<file path="config.mk">
export PLATFORM = sky130hd
export DESIGN_NAME = keypad_emulator
export DESIGN_NICKNAME = d
export VERILOG_FILES = /design/src/rtl/keypad_emulator.sv
export SDC_FILE = /design/constraint.sdc
export NUM_CORES = 1
export LEC_CHECK = 0
export BUFFER_PORTS_ARGS = -buffer_cell sky130_fd_sc_hd__buf_2
export CAP_MARGIN = 20
export CORE_MARGIN = 4
export CORE_UTILIZATION = 54
export DETAILED_ROUTE_END_ITERATION = 8
export PLACE_DENSITY = 0.82
export SLEW_MARGIN = 10
export SYNTH_ARGS = -nofsm -noshare
export SYNTH_HDL_FRONTEND = slang
export SYNTH_SLANG_ARGS = --single-unit
</file>
<file path="constraint.sdc">
create_clock -name clk -period 2 [get_ports clk]
set_input_delay 0.4 -clock clk [delete_from_list [all_inputs] [get_ports clk]]
set_output_delay 0.4 -clock clk [all_outputs]
set_load 0.02 [all_outputs]
</file>
<file path="src/rtl/keypad_emulator.sv">
// rtl/keypad_emulator.sv - 4x4 hex keypad emulator answering a column scan with the pressed key's row pattern.
// Optional contact bounce at the start of each press is enabled by defining KEYEMU_BOUNCE_EN.
module keypad_emulator #(
  parameter int PRESS_CYCLES   = 64,
  parameter int RELEASE_CYCLES = 100_010,
  parameter int FIFO_DEPTH     = 4,
  parameter int BOUNCE_CYCLES  = 16
) (
  input  logic                          clk,
  input  logic                          rst,
  input  logic [3:0]                    key_code,
  input  logic                          key_valid,
  output logic                          key_ready,
  input  logic                          key_flush,
  input  logic [3:0]                    KEY_C,
  output logic [3:0]                    KEY_R,
  output logic                          pressed,
  output logic                          busy,
  output logic [$clog2(FIFO_DEPTH):0]   fifo_count
);

  localparam int MAXC = (PRESS_CYCLES > RELEASE_CYCLES) ? PRESS_CYCLES : RELEASE_CYCLES;
  localparam int CW   = $clog2(MAXC + 1);
  localparam int AW   = $clog2(FIFO_DEPTH);
  localparam logic [CW-1:0] P_LOAD = CW'(PRESS_CYCLES - 1);
  localparam logic [CW-1:0] R_LOAD = CW'(RELEASE_CYCLES - 1);
`ifdef KEYEMU_BOUNCE_EN
  localparam bit BOUNCE_EN = 1'b1;
`else
  localparam bit BOUNCE_EN = 1'b0;
`endif

  typedef enum logic [1:0] {S_IDLE, S_PRESS, S_RELEASE} state_t;

  state_t        r_state;
  logic [CW-1:0] r_cnt;
  logic [3:0]    r_code;
  logic          r_pressed;
  logic [3:0]    r_mem [FIFO_DEPTH];
  logic [AW-1:0] r_wr_ptr;
  logic [AW-1:0] r_rd_ptr;
  logic [AW:0]   r_count;

  logic          w_full;
  logic          w_push;
  logic          w_pop;
  logic [CW-1:0] w_next_elapsed;
  logic          w_bounce_lvl;
  logic [7:0]    w_map;

  // Each entry is {column, row}; a 0 bit selects that line.
  function automatic logic [7:0] key_map(input logic [3:0] code);
    case (code)
      4'h0: key_map = 8'b1011_1110;
      4'h1: key_map = 8'b0111_0111;
      4'h2: key_map = 8'b1011_0111;
      4'h3: key_map = 8'b1101_0111;
      4'h4: key_map = 8'b0111_1011;
      4'h5: key_map = 8'b1011_1011;
      4'h6: key_map = 8'b1101_1011;
      4'h7: key_map = 8'b0111_1101;
      4'h8: key_map = 8'b1011_1101;
      4'h9: key_map = 8'b1101_1101;
      4'hA: key_map = 8'b1110_0111;
      4'hB: key_map = 8'b1110_1011;
      4'hC: key_map = 8'b1110_1101;
      4'hD: key_map = 8'b1110_1110;
      4'hE: key_map = 8'b0111_1110;
      default: key_map = 8'b1101_1110;
    endcase
  endfunction

  assign w_full     = (r_count == (AW+1)'(FIFO_DEPTH));
  assign key_ready  = !w_full;
  assign w_push     = key_valid && !w_full && !key_flush;
  assign w_pop      = (r_state == S_IDLE) && (r_count != '0) && !key_flush;
  assign pressed    = r_pressed;
  assign fifo_count = r_count;
  assign busy       = (r_state != S_IDLE) || (r_count != '0);

  // Elapsed-in-PRESS count of the next cycle; bounce drives pressed from its bit 2.
  assign w_next_elapsed = CW'(PRESS_CYCLES) - r_cnt;
  assign w_bounce_lvl   = (w_next_elapsed < CW'(BOUNCE_CYCLES)) ? ~w_next_elapsed[2] : 1'b1;

  always_comb begin
    w_map = key_map(r_code);
    KEY_R = 4'hF;
    if (r_pressed && (KEY_C == w_map[7:4])) KEY_R = w_map[3:0];
  end

  always_ff @(posedge clk) begin
    if (w_push) r_mem[r_wr_ptr] <= key_code;
  end

  always_ff @(posedge clk or posedge rst) begin
    if (rst) begin
      r_state   <= S_IDLE;
      r_cnt     <= '0;
      r_code    <= '0;
      r_pressed <= 1'b0;
      r_wr_ptr  <= '0;
      r_rd_ptr  <= '0;
      r_count   <= '0;
    end else begin
      if (key_flush) begin
        r_wr_ptr <= '0;
        r_rd_ptr <= '0;
        r_count  <= '0;
      end else begin
        if (w_push) r_wr_ptr <= r_wr_ptr + AW'(1);
        if (w_pop)  r_rd_ptr <= r_rd_ptr + AW'(1);
        case ({w_push, w_pop})
          2'b10:   r_count <= r_count + (AW+1)'(1);
          2'b01:   r_count <= r_count - (AW+1)'(1);
          default: r_count <= r_count;
        endcase
      end

      case (r_state)
        S_IDLE: begin
          if (w_pop) begin
            r_code    <= r_mem[r_rd_ptr];
            r_cnt     <= P_LOAD;
            r_pressed <= 1'b1;
            r_state   <= S_PRESS;
          end
        end
        S_PRESS: begin
          if (key_flush || (r_cnt == '0)) begin
            r_cnt     <= R_LOAD;
            r_pressed <= 1'b0;
            r_state   <= S_RELEASE;
          end else begin
            r_cnt     <= r_cnt - CW'(1);
            r_pressed <= BOUNCE_EN ? w_bounce_lvl : 1'b1;
          end
        end
        S_RELEASE: begin
          if (r_cnt == '0) r_state <= S_IDLE;
          else             r_cnt   <= r_cnt - CW'(1);
        end
        default: r_state <= S_IDLE;
      endcase
    end
  end

endmodule
</file>
==> flow_metrics.env, run 1 <==
export IMPL_yosys_area_share_simple_pct=18.2
export IMPL_ys_top_cells_by_area="dfrtp_1, edfxtp_1, ha_1"
export IMPL_grt_pass1_wl_um=11900
export IMPL_hold_buffers=0
export IMPL_io_buffer_count=21
export IMPL_drt_iter0_drc=384
export IMPL_failed_checks="negative setup slack"
export IMPL_cts_root_buf="clkbuf_8"
export IMPL_path_buf_inv=3
export IMPL_io_pins=22
export IMPL_wire_per_inst_um=19.2
export IMPL_cts_sinks=47
export IMPL_crit_path_start_kind="flop"
export IMPL_detail_route_antenna_nets=0
export IMPL_cap_viol_max_count=0
export IMPL_die_h_um=80.4
export IMPL_power_density_mw_per_mm2=1670
export IMPL_r2r_cells=5
export IMPL_synth_area_mm2=0.00283
export IMPL_async_flop_share_pct=66.0
export IMPL_path_common_cell="mux2i_1"
export IMPL_syn2layout_area_growth_pct=35.8
export IMPL_initial_utilization_pct=55.5
export IMPL_nets=382
export IMPL_hp_class="input port to asynchronous set/reset pin"
export IMPL_setup_viol=10
export IMPL_first_global_vias=2493
export IMPL_finalCriticalPeriod_ns=2.52
export IMPL_globalRouteTotalUtil_pct=24.1
export IMPL_slowest_delay_ns=0.45
export IMPL_yosys_warnings=0
export IMPL_core_mm2=0.00511
export IMPL_slew_limit_headroom_pct=66.3
export IMPL_antenna_found_initial=0
export IMPL_ir_worst_vdd_mv=1.21
export IMPL_die_area_mm2=0.00647
export IMPL_synthAdderAreaFrac_pct=7.33
export IMPL_die_x_um=80.4
export IMPL_cts_inserted_buffers=5
export IMPL_skew_ns=0.0127
export IMPL_critPathTopFamily="flip-flops"
export IMPL_timing_fmax_mhz=397
export IMPL_muxShareOfSynthArea_pct=4.99
export IMPL_crit_fanout=4
export IMPL_worstSetupPathType="flop to output pin"
export IMPL_required_ns=1.60
export IMPL_synth_edf_count=16
export IMPL_period_share_pct=126
export IMPL_vias_per_cell=6.22
export IMPL_drive_above_1_share_pct=44.5
export IMPL_syn_area_per_cell_um2=10.3
export IMPL_cts_tree="done"
export IMPL_synth_top_family_by_area="simple AND/OR/NAND/NOR gates"
export IMPL_place_inst=406
export IMPL_drt_first_pass_iters=6
export IMPL_finalWorstSetupSlack_ns=-0.518
export IMPL_drc=0
export IMPL_worst_skew_pair_late_latency_ns=0.31
export IMPL_worst_slew_pin_slew_ns=0.501
export IMPL_synth_compound_area_share_pct=17.6
export IMPL_hold_viol_final=0
export IMPL_synth_seq_area_share_pct=44.3
export IMPL_antennaDiodeCount=0
export IMPL_syn_num_nets=304
export IMPL_dr_total_vias=2645
export IMPL_dp_hpwl_um=4950
export IMPL_rows=26
export IMPL_p_leak_uw=0.00163
export IMPL_htree_levels=2
export IMPL_ctsLongestPathBuffers=2
export IMPL_outcome="complete, but fails checks"
export IMPL_synth_top_cell_by_area="dfrtp_1"
export IMPL_synth_top_cell_area_share_pct=27.4
export IMPL_drt_total_wl_um=8150
export IMPL_fin_total_pwr_uw=6440
export IMPL_synth_ff_type="dfrtp_1"
export IMPL_synthXorXnorAreaFrac_pct=4.02
export IMPL_overflow=0
export IMPL_critical_path_cell_count=9
export IMPL_end_kind="output pin"
export IMPL_synth_cell_types=58
export IMPL_synth_cells=276
export IMPL_final_cells=425
export IMPL_ys_ff_latch=47
export IMPL_crit_arrival_ns=2.12
export IMPL_worstPathCellList="inv_2 > ha_2 > mux2i_1 > mux2i_1 > xnor2_1 > nor4_2 > buf_4 > nand2_2 > buf_6"
export IMPL_cp_slowest_cell="dfrtp_2"
export IMPL_clk_pin_slew_ns=0.09
export IMPL_grt_max_degree=16
export IMPL_gp_congestion=0.897
export IMPL_rsz0062_at_grt="yes"
export IMPL_slew_viol_final=0
## power breakdown
part	internal [uW]	total, uW	switching [uW]
sequential	1250	1590	345
clock	251	581	329
combinational	2080	4270	2190
total	3580	6440	2860
## Yosys cell counts, types with 2 or more instances
| cell type | count |
|---|---|
| dfrtp_1 | 31 |
| a21oi_1 | 14 |
| ha_1 | 15 |
| a32o_1 | 5 |
| a21o_1 | 3 |
| buf_2 | 2 |
| a211oi_1 | 4 |
| nor3_1 | 3 |
| a22o_1 | 3 |
| xor2_1 | 2 |
| o31ai_1 | 5 |
| and2_1 | 4 |
| nand2b_1 | 5 |
| or3_1 | 3 |
| mux4_2 | 4 |
| nand2_1 | 19 |
| a2111oi_0 | 2 |
| nor2_1 | 25 |
| o22ai_1 | 2 |
| mux2i_1 | 4 |
| clkbuf_1 | 7 |
| xnor2_1 | 11 |
| nor2b_1 | 2 |
| o211ai_1 | 2 |
| a31oi_1 | 4 |
| edfxtp_1 | 16 |
| nor3b_1 | 4 |
| nor4_1 | 3 |
| o21ai_0 | 23 |
| inv_1 | 15 |
| nand3_1 | 7 |
## cells by family after synthesis
kind of cell    count (synthesis)
simple gates                   90
compound gates                 76
flops                          47
buf+inv                        25
fa+ha+maj                      16
xor+xnor                       13
mux                             9
## registers in the layout, indices dropped and copies added, names as in the netlist
signal and cells:
pressed 1, r_cnt 17, r_mem 16, fifo_count 3, r_code 4, r_wr_ptr 2, r_state 2, r_rd_ptr 2
## path summary, 6_finish.rpt
path	start	to	slack (ns)
worst max-delay path	r_code[0]	KEY_R[1]	-0.52
worst min-delay path	rst	r_cnt[3]	0.07
worst max register to register	r_cnt[14]	r_cnt[7]	-0.04
worst min register to register	r_cnt[15]	r_cnt[15]	0.54
max in group asynchronous	rst	r_cnt[16]	1.38
min in group clk	key_code[1]	r_mem[0][1]	0.31
## area by class of cell
cell class              count  area [um^2]
repair buffers             81          606
clock buffers               6         72.6
inverters                  15         58.8
fillers                   328         1260
well taps                  70         87.6
clock inverters             2         17.5
multi-input cells         204         1740
flip-flops and latches     47         1260
## metrics by stage
stage	setup TNS [ns]	hold slack (ns)	cell area, um^2	setup slack (ns)	utilization (%)
global placement	-0.340	0.396	3390	-0.0865	66.3
floorplan	-0.257	0.481	2870	-0.0899	-
global route	-3.31	0.108	3850	-0.619	75.3
detailed placement	-0.740	0.410	3390	-0.182	66.3
CTS	-2.04	0.0837	3610	-0.510	70.7
finish	-2.20	0.0694	3850	-0.518	75.3
## cell usage in the layout, fill, tap and decap left out, types with 4 or more instances in the layout
cell type / instances
xnor2_1: 8
inv_1: 11
edfxtp_1: 16
clkbuf_8: 5
and2_1: 4
buf_6: 10
ha_1: 8
nor2_1: 25
nand3_1: 5
a211oi_1: 4
ha_4: 4
nand2b_1: 4
nand2_2: 6
mux4_2: 4
a21oi_1: 11
o31ai_1: 4
o21ai_0: 18
nand2_1: 12
o21ai_1: 4
buf_2: 16
buf_4: 55
dfrtp_2: 6
dfrtp_1: 25
## layer usage
metal  GRT usage (%)  vias to the layer above  part of all wire, %
li1                -                     1169                    -
met1            30.5                     1277                   39
met2            41.3                      154                   50
met3            4.26                       45                  6.7
met4            8.45                        0                  3.8
met5               0                        -                    0
## timing repair
item | CTS | global route
endpoints found under the hold margin | 0 | 0
pin swaps | 6 | 16
buffers inserted | 5 | 6
endpoints found under the setup margin | 9 | 23
gates resized for setup | 25 | 47
(Power assumes the default switching activity.)
==> run 2: changes to the inputs <==
--- a/config.mk
+++ b/config.mk
@@ -7,8 +7,9 @@
 export LEC_CHECK = 0
 export BUFFER_PORTS_ARGS = -buffer_cell sky130_fd_sc_hd__buf_2
 export CAP_MARGIN = 20
-export CORE_MARGIN = 4
+export CORE_MARGIN = 1
 export CORE_UTILIZATION = 54
+export CTS_CLUSTER_DIAMETER = 200
 export DETAILED_ROUTE_END_ITERATION = 8
 export PLACE_DENSITY = 0.82
 export SLEW_MARGIN = 10
==> flow_metrics.env, run 2 (synthesized netlist as in run 1, its figures left out) <==
export IMPL_outcome="complete, but fails checks"
export IMPL_failed_checks="negative setup slack"
export IMPL_sw_frac_of_total_pct=45.5
export IMPL_die_x_um=74.4
export IMPL_htree_levels=2
export IMPL_worstPathCellList="inv_2 > ha_4 > nand2b_4 > a31oi_4 > xnor2_2 > nor4_2 > buf_4 > o21ai_2 > buf_6"
export IMPL_initial_utilization_pct=55.8
export IMPL_required_ns=1.60
export IMPL_slowest_delay_ns=0.41
export IMPL_dp_hpwl_um=4740
export IMPL_slew_viol_final=0
export IMPL_die_h_um=74.4
export IMPL_final_core_util_pct=78.9
export IMPL_hp_class="input port to asynchronous set/reset pin"
export IMPL_core_mm2=0.00507
export IMPL_grt_pass1_wl_um=11400
export IMPL_hold_buffers=0
export IMPL_drive_above_1_share_pct=48.9
export IMPL_p_leak_uw=0.00165
export IMPL_rows=26
export IMPL_crit_path_start_kind="flop"
export IMPL_hold_viol_final=0
export IMPL_overflow=0
export IMPL_ir_worst_vdd_mv=1.12
export IMPL_worstSetupPathType="flop to output pin"
export IMPL_cp_slowest_cell="dfrtp_1"
export IMPL_drc=0
export IMPL_timing_fmax_mhz=410
export IMPL_fin_area_mm2=0.00401
export IMPL_dpl_cell_area_mm2=0.00336
export IMPL_reg2reg_from="r_cnt[11]"
export IMPL_skew_ns=0.00819
export IMPL_largest_register="r_cnt"
export IMPL_crit_fanout=4
export IMPL_wire_per_inst_um=19.5
export IMPL_clk_pin_slew_ns=0.09
export IMPL_io_pins=22
export IMPL_p_switching_uw=3220
export IMPL_end_kind="output pin"
export IMPL_die_area_mm2=0.00554
export IMPL_internal_power_uw=3850
export IMPL_layout_commonest_cell="buf_4"
export IMPL_drt_iter0_drc=171
export IMPL_rsz0062_at_grt="yes"
export IMPL_antennaDiodeCount=0
export IMPL_cts_sinks=47
export IMPL_top_regs="r_cnt (17), r_mem (16), r_code (4)"
export IMPL_final_cell_mix="buf_4, dfrtp_1, nor2_1, o21ai_0"
export IMPL_ctsLongestPathBuffers=2
export IMPL_dr_total_vias=2592
export IMPL_clkPwrFrac_pct=8.5
export IMPL_startpoint="r_code[0]"
export IMPL_grt_max_degree=32
export IMPL_combPwrFrac_pct=69.2
export IMPL_period_share_pct=122
export IMPL_detail_route_antenna_nets=0
export IMPL_crit_arrival_ns=2.04
export IMPL_power_density_mw_per_mm2=1770
export IMPL_place_inst=403
export IMPL_cap_viol_max_count=0
export IMPL_cts_tree="done"
export IMPL_drt_first_pass_iters=5
export IMPL_cts_inserted_buffers=5
export IMPL_gp_congestion=0.839
export IMPL_finalCriticalPeriod_ns=2.44
export IMPL_worst_slew_pin_slew_ns=0.593
export IMPL_io_buffer_count=21
export IMPL_worst_skew_pair_late_latency_ns=0.31
export IMPL_cts_root_buf="clkbuf_8"
export IMPL_vias_per_cell=6.11
export IMPL_largest_register_ffs=17
export IMPL_antenna_found_initial=0
export IMPL_p_seq_share_pct=22.4
export IMPL_final_cells=424
export IMPL_slew_limit_headroom_pct=60.1
export IMPL_fin_hold_ws_ns=0.164
export IMPL_setup_viol=25
export IMPL_first_global_vias=2454
export IMPL_nets=381
export IMPL_globalRouteTotalUtil_pct=27.9
export IMPL_finalWorstSetupSlack_ns=-0.439
export IMPL_syn2layout_area_growth_pct=41.3
export IMPL_drt_total_wl_um=8280
[run 2: power by group through the flow]
stage	sequential (uW)	combinational [uW]	clock, uW
3_3_place_gp	1530	3160	0
2_1_floorplan	1490	2110	0
4_1_cts	1550	3930	602
5_1_grt	1620	5170	641
6_report	1580	4890	598
3_5_place_dp	1560	3310	0
[run 2: worst paths after layout]
| path | slack [ns] | cells after the start | to |
|---|---|---|---|
| worst max-delay path | -0.44 | 9 | KEY_R[2] |
| worst min-delay path | 0.16 | 3 | r_cnt[0] |
| worst max register to register | -0.14 | 6 | r_cnt[5] |
| worst min register to register | 0.55 | 1 | r_cnt[15] |
| max in group asynchronous | 1.51 | 3 | fifo_count[2] |
| min in group clk | 0.30 | 1 | r_mem[2][0] |
[run 2: per-stage QoR]
stage	worst slack [ns]	power [uW]	TNS, ns
2_1_floorplan	-0.0899	3600	-0.257
3_3_place_gp	-0.0711	4690	-0.373
4_1_cts	-0.457	6080	-1.95
5_1_grt	-0.556	7440	-4.66
6_report	-0.439	7070	-3.27
3_5_place_dp	-0.137	4870	-1.19
[run 2: worst max-delay path, delay by kind of cell, from the launching register on]
kind,cells,cell delay [ns]
buffers and inverters,3,0.45
flip-flops,1,0.41
AND/OR/NAND/NOR,2,0.34
XOR/XNOR,1,0.09
AO/OA/AOI/OAI,2,0.22
adder cells (fa/ha/maj),1,0.22
[run 2: area by class of cell]
class	count	area, um^2
clock buffers	6	72.6
clock inverters	2	16.3
fillers	289	1070
inverters	15	56.3
multi-input cells	204	1890
flip-flops and latches	47	1260
well taps	70	87.6
repair buffers	80	617
[run 2: per-layer routing]
| metal | vias to the layer above | share of wire, % | wire (um) | GRT usage, % |
|---|---|---|---|---|
| met3 | 27 | 4.9 | 403 | 6.23 |
| met1 | 1283 | 40 | 3310 | 34.9 |
| met4 | 0 | 3.9 | 321 | 14.9 |
| li1 | 1168 | - | - | - |
| met5 | - | 0 | 0 | 0 |
| met2 | 114 | 51 | 4240 | 45.2 |
[run 2: timing repair]
item,in CTS,in global routing
buffers inserted,9,4
cloned,1,0
setup endpoints to repair,17,26
gates resized for setup,48,57
pin swaps,17,31
